File: config.mk
export PLATFORM = sky130hd
export DESIGN_NAME = cdb_arbiter
export DESIGN_NICKNAME = d
export VERILOG_FILES = /design/src/rtl/cdb_arbiter.sv
export SDC_FILE = /design/constraint.sdc
export NUM_CORES = 1
export LEC_CHECK = 0
export ABC_AREA = 1
export BUFFER_PORTS_ARGS = -buffer_cell sky130_fd_sc_hd__buf_2
export CAP_MARGIN = 20
export CORE_MARGIN = 2
export CORE_UTILIZATION = 30
export DETAILED_ROUTE_END_ITERATION = 7
export GPL_TIMING_DRIVEN = 0
export HOLD_SLACK_MARGIN = 0.03
export PLACE_DENSITY_LB_ADDON = 0.1
export REMOVE_ABC_BUFFERS = 1
export SLEW_MARGIN = 25
export SYNTH_ARGS = -nofsm -noshare
export SYNTH_HDL_FRONTEND = slang
export SYNTH_SLANG_ARGS = --single-unit
File: constraint.sdc
create_clock -name clk_in -period 2 [get_ports clk_in]
set_input_delay 0.5 -clock clk_in [delete_from_list [all_inputs] [get_ports clk_in]]
set_output_delay 0.5 -clock clk_in [all_outputs]
set_load 0.02 [all_outputs]
File: src/rtl/cdb_arbiter.sv
// -----------------------------------------------------------------------------
// cdb_arbiter
//
// Arbitrates the single common data bus (CDB) between the result producers
// (index 0 = ALU, 1 = LSB load path, 2 = branch unit). One requester is granted
// per cycle in round-robin order. The winning result is registered and
// broadcast for exactly one cycle to every snooper (dispatcher, RS, LSB, RoB).
//
// Ports:
//   clk_in          system clock
//   rst_in          asynchronous reset, active low
//   rdy_in          global ready; 0 freezes every register
//   flush_in        mispredict flush; only acted on while rdy_in = 1
//   req_valid_in    per-requester result valid
//   req_rob_id_in   per-requester RoB tag, requester i at [i*ROB_WIDTH +: ROB_WIDTH]
//   req_value_in    per-requester result,  requester i at [i*XLEN +: XLEN]
//   req_ready_out   one-hot grant, combinational
//   cdb_valid_out   broadcast valid (registered)
//   cdb_rob_id_out  broadcast RoB tag
//   cdb_value_out   broadcast value
//   cdb_src_out     index of the requester that produced the broadcast
//
// SRC_WIDTH must be wide enough to index NUM_REQ requesters.
// -----------------------------------------------------------------------------
module cdb_arbiter #(
    parameter int NUM_REQ   = 3,
    parameter int ROB_WIDTH = 4,
    parameter int XLEN      = 32,
    parameter int SRC_WIDTH = 2
) (
    input  logic                          clk_in,
    input  logic                          rst_in,
    input  logic                          rdy_in,
    input  logic                          flush_in,
    input  logic [NUM_REQ-1:0]            req_valid_in,
    input  logic [NUM_REQ*ROB_WIDTH-1:0]  req_rob_id_in,
    input  logic [NUM_REQ*XLEN-1:0]       req_value_in,
    output logic [NUM_REQ-1:0]            req_ready_out,
    output logic                          cdb_valid_out,
    output logic [ROB_WIDTH-1:0]          cdb_rob_id_out,
    output logic [XLEN-1:0]               cdb_value_out,
    output logic [SRC_WIDTH-1:0]          cdb_src_out
);

    // Round-robin successor with explicit wrap, so NUM_REQ need not be a power of two.
    function automatic logic [SRC_WIDTH-1:0] next_idx(input logic [SRC_WIDTH-1:0] idx);
        logic [SRC_WIDTH-1:0] nxt;
        if (idx == SRC_WIDTH'(NUM_REQ - 1)) begin
            nxt = {SRC_WIDTH{1'b0}};
        end else begin
            nxt = idx + SRC_WIDTH'(1);
        end
        return nxt;
    endfunction

    logic [SRC_WIDTH-1:0] rr_ptr_q,    rr_ptr_d;
    logic                 cdb_valid_q, cdb_valid_d;
    logic [ROB_WIDTH-1:0] cdb_rob_q,   cdb_rob_d;
    logic [XLEN-1:0]      cdb_value_q, cdb_value_d;
    logic [SRC_WIDTH-1:0] cdb_src_q,   cdb_src_d;

    logic                 grant_found_s;
    logic [SRC_WIDTH-1:0] grant_idx_s;
    logic                 grant_en_s;
    logic [ROB_WIDTH-1:0] sel_rob_s;
    logic [XLEN-1:0]      sel_value_s;

    // Scan requesters starting at rr_ptr; the first valid one wins.
    always_comb begin
        logic [SRC_WIDTH-1:0] cand_v;
        grant_found_s = 1'b0;
        grant_idx_s   = {SRC_WIDTH{1'b0}};
        cand_v        = rr_ptr_q;
        for (int k = 0; k < NUM_REQ; k++) begin
            if (!grant_found_s && req_valid_in[cand_v]) begin
                grant_found_s = 1'b1;
                grant_idx_s   = cand_v;
            end else begin
                grant_found_s = grant_found_s;
            end
            cand_v = next_idx(cand_v);
        end
    end

    // No grant while paused, flushing or held in reset.
    assign grant_en_s = grant_found_s & rdy_in & ~flush_in & rst_in;

    // One-hot ready and payload selection for the winning requester.
    always_comb begin
        req_ready_out = {NUM_REQ{1'b0}};
        sel_rob_s     = {ROB_WIDTH{1'b0}};
        sel_value_s   = {XLEN{1'b0}};
        for (int i = 0; i < NUM_REQ; i++) begin
            if (grant_idx_s == SRC_WIDTH'(i)) begin
                req_ready_out[i] = grant_en_s;
                sel_rob_s        = req_rob_id_in[i*ROB_WIDTH +: ROB_WIDTH];
                sel_value_s      = req_value_in[i*XLEN +: XLEN];
            end else begin
                req_ready_out[i] = 1'b0;
            end
        end
    end

    // Next-state: pause holds everything, flush clears valid and pointer,
    // otherwise broadcast the winner or drop valid when nobody requests.
    always_comb begin
        rr_ptr_d    = rr_ptr_q;
        cdb_valid_d = cdb_valid_q;
        cdb_rob_d   = cdb_rob_q;
        cdb_value_d = cdb_value_q;
        cdb_src_d   = cdb_src_q;
        if (!rdy_in) begin
            rr_ptr_d = rr_ptr_q;
        end else if (flush_in) begin
            cdb_valid_d = 1'b0;
            rr_ptr_d    = {SRC_WIDTH{1'b0}};
        end else if (grant_en_s) begin
            cdb_valid_d = 1'b1;
            cdb_rob_d   = sel_rob_s;
            cdb_value_d = sel_value_s;
            cdb_src_d   = grant_idx_s;
            rr_ptr_d    = next_idx(grant_idx_s);
        end else begin
            cdb_valid_d = 1'b0;
        end
    end

    // State and broadcast registers; reset clears the bus immediately.
    always_ff @(posedge clk_in or negedge rst_in) begin
        if (!rst_in) begin
            rr_ptr_q    <= {SRC_WIDTH{1'b0}};
            cdb_valid_q <= 1'b0;
            cdb_rob_q   <= {ROB_WIDTH{1'b0}};
            cdb_value_q <= {XLEN{1'b0}};
            cdb_src_q   <= {SRC_WIDTH{1'b0}};
        end else begin
            rr_ptr_q    <= rr_ptr_d;
            cdb_valid_q <= cdb_valid_d;
            cdb_rob_q   <= cdb_rob_d;
            cdb_value_q <= cdb_value_d;
            cdb_src_q   <= cdb_src_d;
        end
    end

    assign cdb_valid_out  = cdb_valid_q;
    assign cdb_rob_id_out = cdb_rob_q;
    assign cdb_value_out  = cdb_value_q;
    assign cdb_src_out    = cdb_src_q;

endmodule

# Word-level counts from Yosys, hierarchy flattened
# Index checks and enable logic that the tools add are counted.
# Widths: inputs -> output; s select.
[word_totals]
regBits = 41
wordCells = 55
[classes]
addsub = 3
order_cmp = 3
n_eq_ne = 4
mux = 28
bitwise = 4
n_reduce_logical = 8
[op_table]
columns = ["operator", "count"]
rows = [
  ["$mux 32", 3],
  ["$mux 2", 8],
  ["$mux 4", 3],
  ["$mux 1", 11],
  ["$lt 2x3->1 const B", 3],
  ["$add 2x1->2 const B", 3],
  ["$bmux 1 s2", 3],
  ["$eq 2x2->1 const B", 3],
  ["$and 1x1->1", 3],
  ["$reduce_and 3->1", 1],
  ["$eq 2x1->1 const B", 1],
  ["$logic_and 1x1->1", 2],
  ["$logic_not 1->1", 2],
  ["$logic_not 2->1", 1],
  ["$reduce_and 2->1", 1],
  ["$reduce_bool 2->1", 1],
  ["$not 1->1", 1],
]

# Depth between registers and ports, before layout
[logic_depth]
depth_word = 14
mapped_depth = 13

# Least setup slack after synthesis
# No wires, ideal clock.
[synth_timing]
path_type = "flip-flop to output port"
start = "reg rr_ptr_q[1]"
end = "out req_ready_out[0]"
arrival_ns = 1.704
slack_ns = -0.204
stages_incl_launch_ff = 12
cell_sequence = "dfrtp_1 buf_4 inv_1 nand3_1 nand2_1 nor2_2 nand3_1 nand3_1 buf_4 nor2_1 inv_1 nor2_1"
[synth_between]
elab_chain_len = 13
word_cells_on_any_way = 27
[synth_rtl]
columns = ["element", "line", "text"]
rows = [
  ["start, declared", "56", "logic [SRC_WIDTH-1:0] rr_ptr_q, rr_ptr_d;"],
  ["start signal, assigned", "131", "rr_ptr_q <= {SRC_WIDTH{1'b0}};"],
  ["start signal, assigned", "137", "rr_ptr_q <= rr_ptr_d;"],
  ["branches (longest 12 deep; another with $add 2x1->2)", "n/a", ""],
  ["$mux 1 *", "94", "if (grant_idx_s == SRC_WIDTH'(i)) begin"],
  ["end, declared", "38", "output logic [NUM_REQ-1:0] req_ready_out,"],
]
# Mark *: on every way between the ends. The select of a mux whose other input is x is not followed.

# Worst setup path in the final report
[layout_timing]
start = "reg rr_ptr_q[0]"
end = "out req_ready_out[0]"
# The elaborated chain is that of the path after synthesis.

==> metrics.md <==
| Metric | Value |
|---|---|
| Status | finished with violations |
| Failing checks | setup timing |
| Setup violators final | 3 |
| Register bit count reported by yosys | 41 |
| H-tree levels | 2 |
| Initial antenna violation count | 0 |
| Row count | 33 |
| Final hold slack | 0.109 ns |
| Number of global-route vias before repair | 3073 |
| Grt ovf | 0 |
| Clock transition at the registers of the reported paths | 0.08 ns |
| Die area | 9440 sq um |
| Fin. max-slew vios | 0 |
| PortBufs | 156 |
| Number of flops mapped to enable cells by yosys | 0 |
| Worst min-delay path class | in2async |
| Final WS setup | -0.425 ns |
| Vias after detailed routing | 3183 |
| Area contributors post-synth | dfrtp_1 39%, nand2_1 29%, nor2_1 11% |
| Initial Util | 0.314 |
| DRC | 0 |
| DR pass1 iterations | 4 |
| VDD IR-drop max | 0.521 mV |
| ANT cells | 0 |
| Post-Route Skew | 0.00222 ns |
| DRT iter0 DRCs | 63 |
| Share of the synthesized area in the top cell type | 0.394 |
| Worst-Margin Slew | 0.397 ns |
| CTS tree | yes |
| CP endpoint kind | output pin |
| Ports | 157 |
| Via density | 4.50 |
| Seq. cell area | 1030 sq um |
| RSZ-0062 raised after global routing | true |
| Worst EP required | 1.50 ns |
| Post-Syn Area per Cell | 6.25 sq um |
| Area Growth Syn to Fin | 61.0% |
| Final Cycle Share | 1.21 |
| Clk Latency, worst-skew pair | 0.29 ns |
| Average wire per standard cell | 13.4 microns |
| CP max stage delay | 0.46 ns |
| Layout cells sized above 1 | 0.417 |
| Ys flop type | dfrtp_1 |
| Commonest cells after routing, fill and taps aside | 193 x nand2_1, 152 x buf_2, 59 x nor2_1 |
| Hold Fails Final Rpt | 0 |
| Max Clk Rate | 412 MHz |
| Largest area contributor in the netlist | dfrtp_1 |
| # nets final | 716 |
| First-pass GRT wire length | 14.4 mm |
| Multi-input combinational cell area | 1550 sq um |
| Non-filler instance count after layout | 707 |
| Placed inst area | 3440 sq um |
| Max FO, Critical Path | 6 |
| Post-route ant nets | 0 |
| Num CTS Buffers | 5 |
| YS warnings | 0 |
| Placer Congestion | 0.813 |
| Period minus WS final | 2.42 ns |
| Commonest non-fill, non-tap cell in the layout | nand2_1 |
| P_leak | 2.45 nW |
| Setup Crit Path Kind | reg2out |
| Hold buffer count at CTS | 0 |
| Count of cell types in the netlist | 22 |
| Synth Cell Area | 2600 sq um |
| Chip Width | 97.2 microns |
| Pwr dens | 1560 nW/um^2 |
| Syn Inst Count | 417 |
| Post-synthesis async set-or-reset flop share | 1.00 |
| Vert. Die Dim | 97.2 microns |
| WP data arrival | 1.92 ns |
| Root Driver | clkbuf_8 |
| Crit-path slowest cell | dfrtp_2 |
| Max transition margin | 0.735 |
| Cells along the critical path | buf_4 -> nand3_4 -> nand2_2 -> nor2_4 -> nand3_2 -> nand3_4 -> clkbuf_16 -> nor2_4 -> inv_2 -> nor2_1 -> buf_4 |
| Clk sinks | 41 |
| Largest net degree at the start of global routing | 43 |
| Routed WL | 9.48 mm |
| Startpoint class of the critical path | flip-flop |
| Core Region | 8300 sq um |
| Post-layout util | 0.505 |
| Placed cells | 657 |
| Max clock buf depth | 2 |
| Fill count | 838 |
| Sequential share of the synthesized area | 0.394 |
| Post-route design area | 4190 sq um |
| Post-DP HPWL | 5.36 mm |
| Max Cap Violations | 0 |
| GRT Total Usage | 0.185 |
-- state kept, by name (all words and copies together) (netlist names) --
| name | cells |
|---|---|
| cdb_value_out | 32 |
| cdb_src_out | 2 |
| cdb_valid_out | 1 |
| cdb_rob_id_out | 4 |
| rr_ptr_q | 2 |
-- where the power goes --
group	leakage [nW]	switching, mW	total [mW]	internal [mW]
Combinational	1.89	2.65	4.53	1.89
Clock	0.0439	0.303	0.544	0.241
Sequential	0.510	0.229	1.46	1.23
-- cells by family (layout without fill, tap and decap cells) --
logic type | after synthesis | after routing | share of synthesized area
AOI/OAI and AO/OA | 11 | 11 | 0.0288
buffers and inverters | 44 | 228 | 0.0845
DFF | 41 | 41 | 0.394
and+or+nand+nor | 321 | 322 | 0.493
-- cell type report --
| cell class | count | share of cell area |
|---|---|---|
| inverter | 21 | 0.0266 |
| multi-input combinational | 333 | 0.369 |
| tap | 105 | 0.0313 |
| timing repair buffer | 195 | 0.294 |
| timing repair inverter | 4 | 0.0125 |
| clock buffer | 5 | 0.0164 |
| sequential | 41 | 0.245 |
| clock inverter | 3 | 0.00418 |
-- worst paths after layout --
path	startpoint	to	slack [ns]	cells past startpoint
setup / recovery	rr_ptr_q[0]	req_ready_out[0]	-0.42	11
max in group asynchronous	rst_in	rr_ptr_q[0]	1.57	1
min in group clk_in	rdy_in	cdb_valid_out	0.44	2
hold reg to reg	cdb_value_out[8]	cdb_value_out[8]	0.48	2
hold / removal	rst_in	cdb_value_out[1]	0.11	1
setup reg to reg	rr_ptr_q[0]	cdb_value_out[16]	0.02	13
-- worst max-delay path, delay by kind of cell, from the launching register on --
family	cells	cell delay, ns
buffers and inverters	4	0.50
AND/OR/NAND/NOR	7	0.66
flip-flops	1	0.46
-- synth_stat cells, drive strengths merged, types with 2 or more instances --
cell    instances
nand3          42
dfrtp          41
o21bai          3
nor2           78
clkbuf          2
inv            21
buf            21
o21ai           4
nand2         199
-- repair_timing --
item	4_1_cts	5_1_grt
pin swaps	13	12
gates resized for setup	48	36
cloned	3	4
buffers inserted	25	10
setup endpoints to repair	43	36
-- stage by stage --
step,worst slack (ns),power [mW],TNS [ns]
after detailed placement,-1.03,4.64,-21.96
after global placement,-2.75,4.44,-78.20
after global routing,-0.509,7.09,-3.61
after floorplan,-1.22,3.53,-24.07
after CTS,-0.365,6.07,-1.01
final,-0.425,6.54,-1.15
-- metal layers --
metal | track usage | up-vias | wire length, microns
li1 | - | 1648 | -
met1 | 0.233 | 1420 | 4050
met2 | 0.321 | 104 | 4760
met3 | 0.0374 | 11 | 555
met4 | 0.0542 | 0 | 119
met5 | 0 | - | 0
No activity file was read; power rests on OpenSTA's default activity.
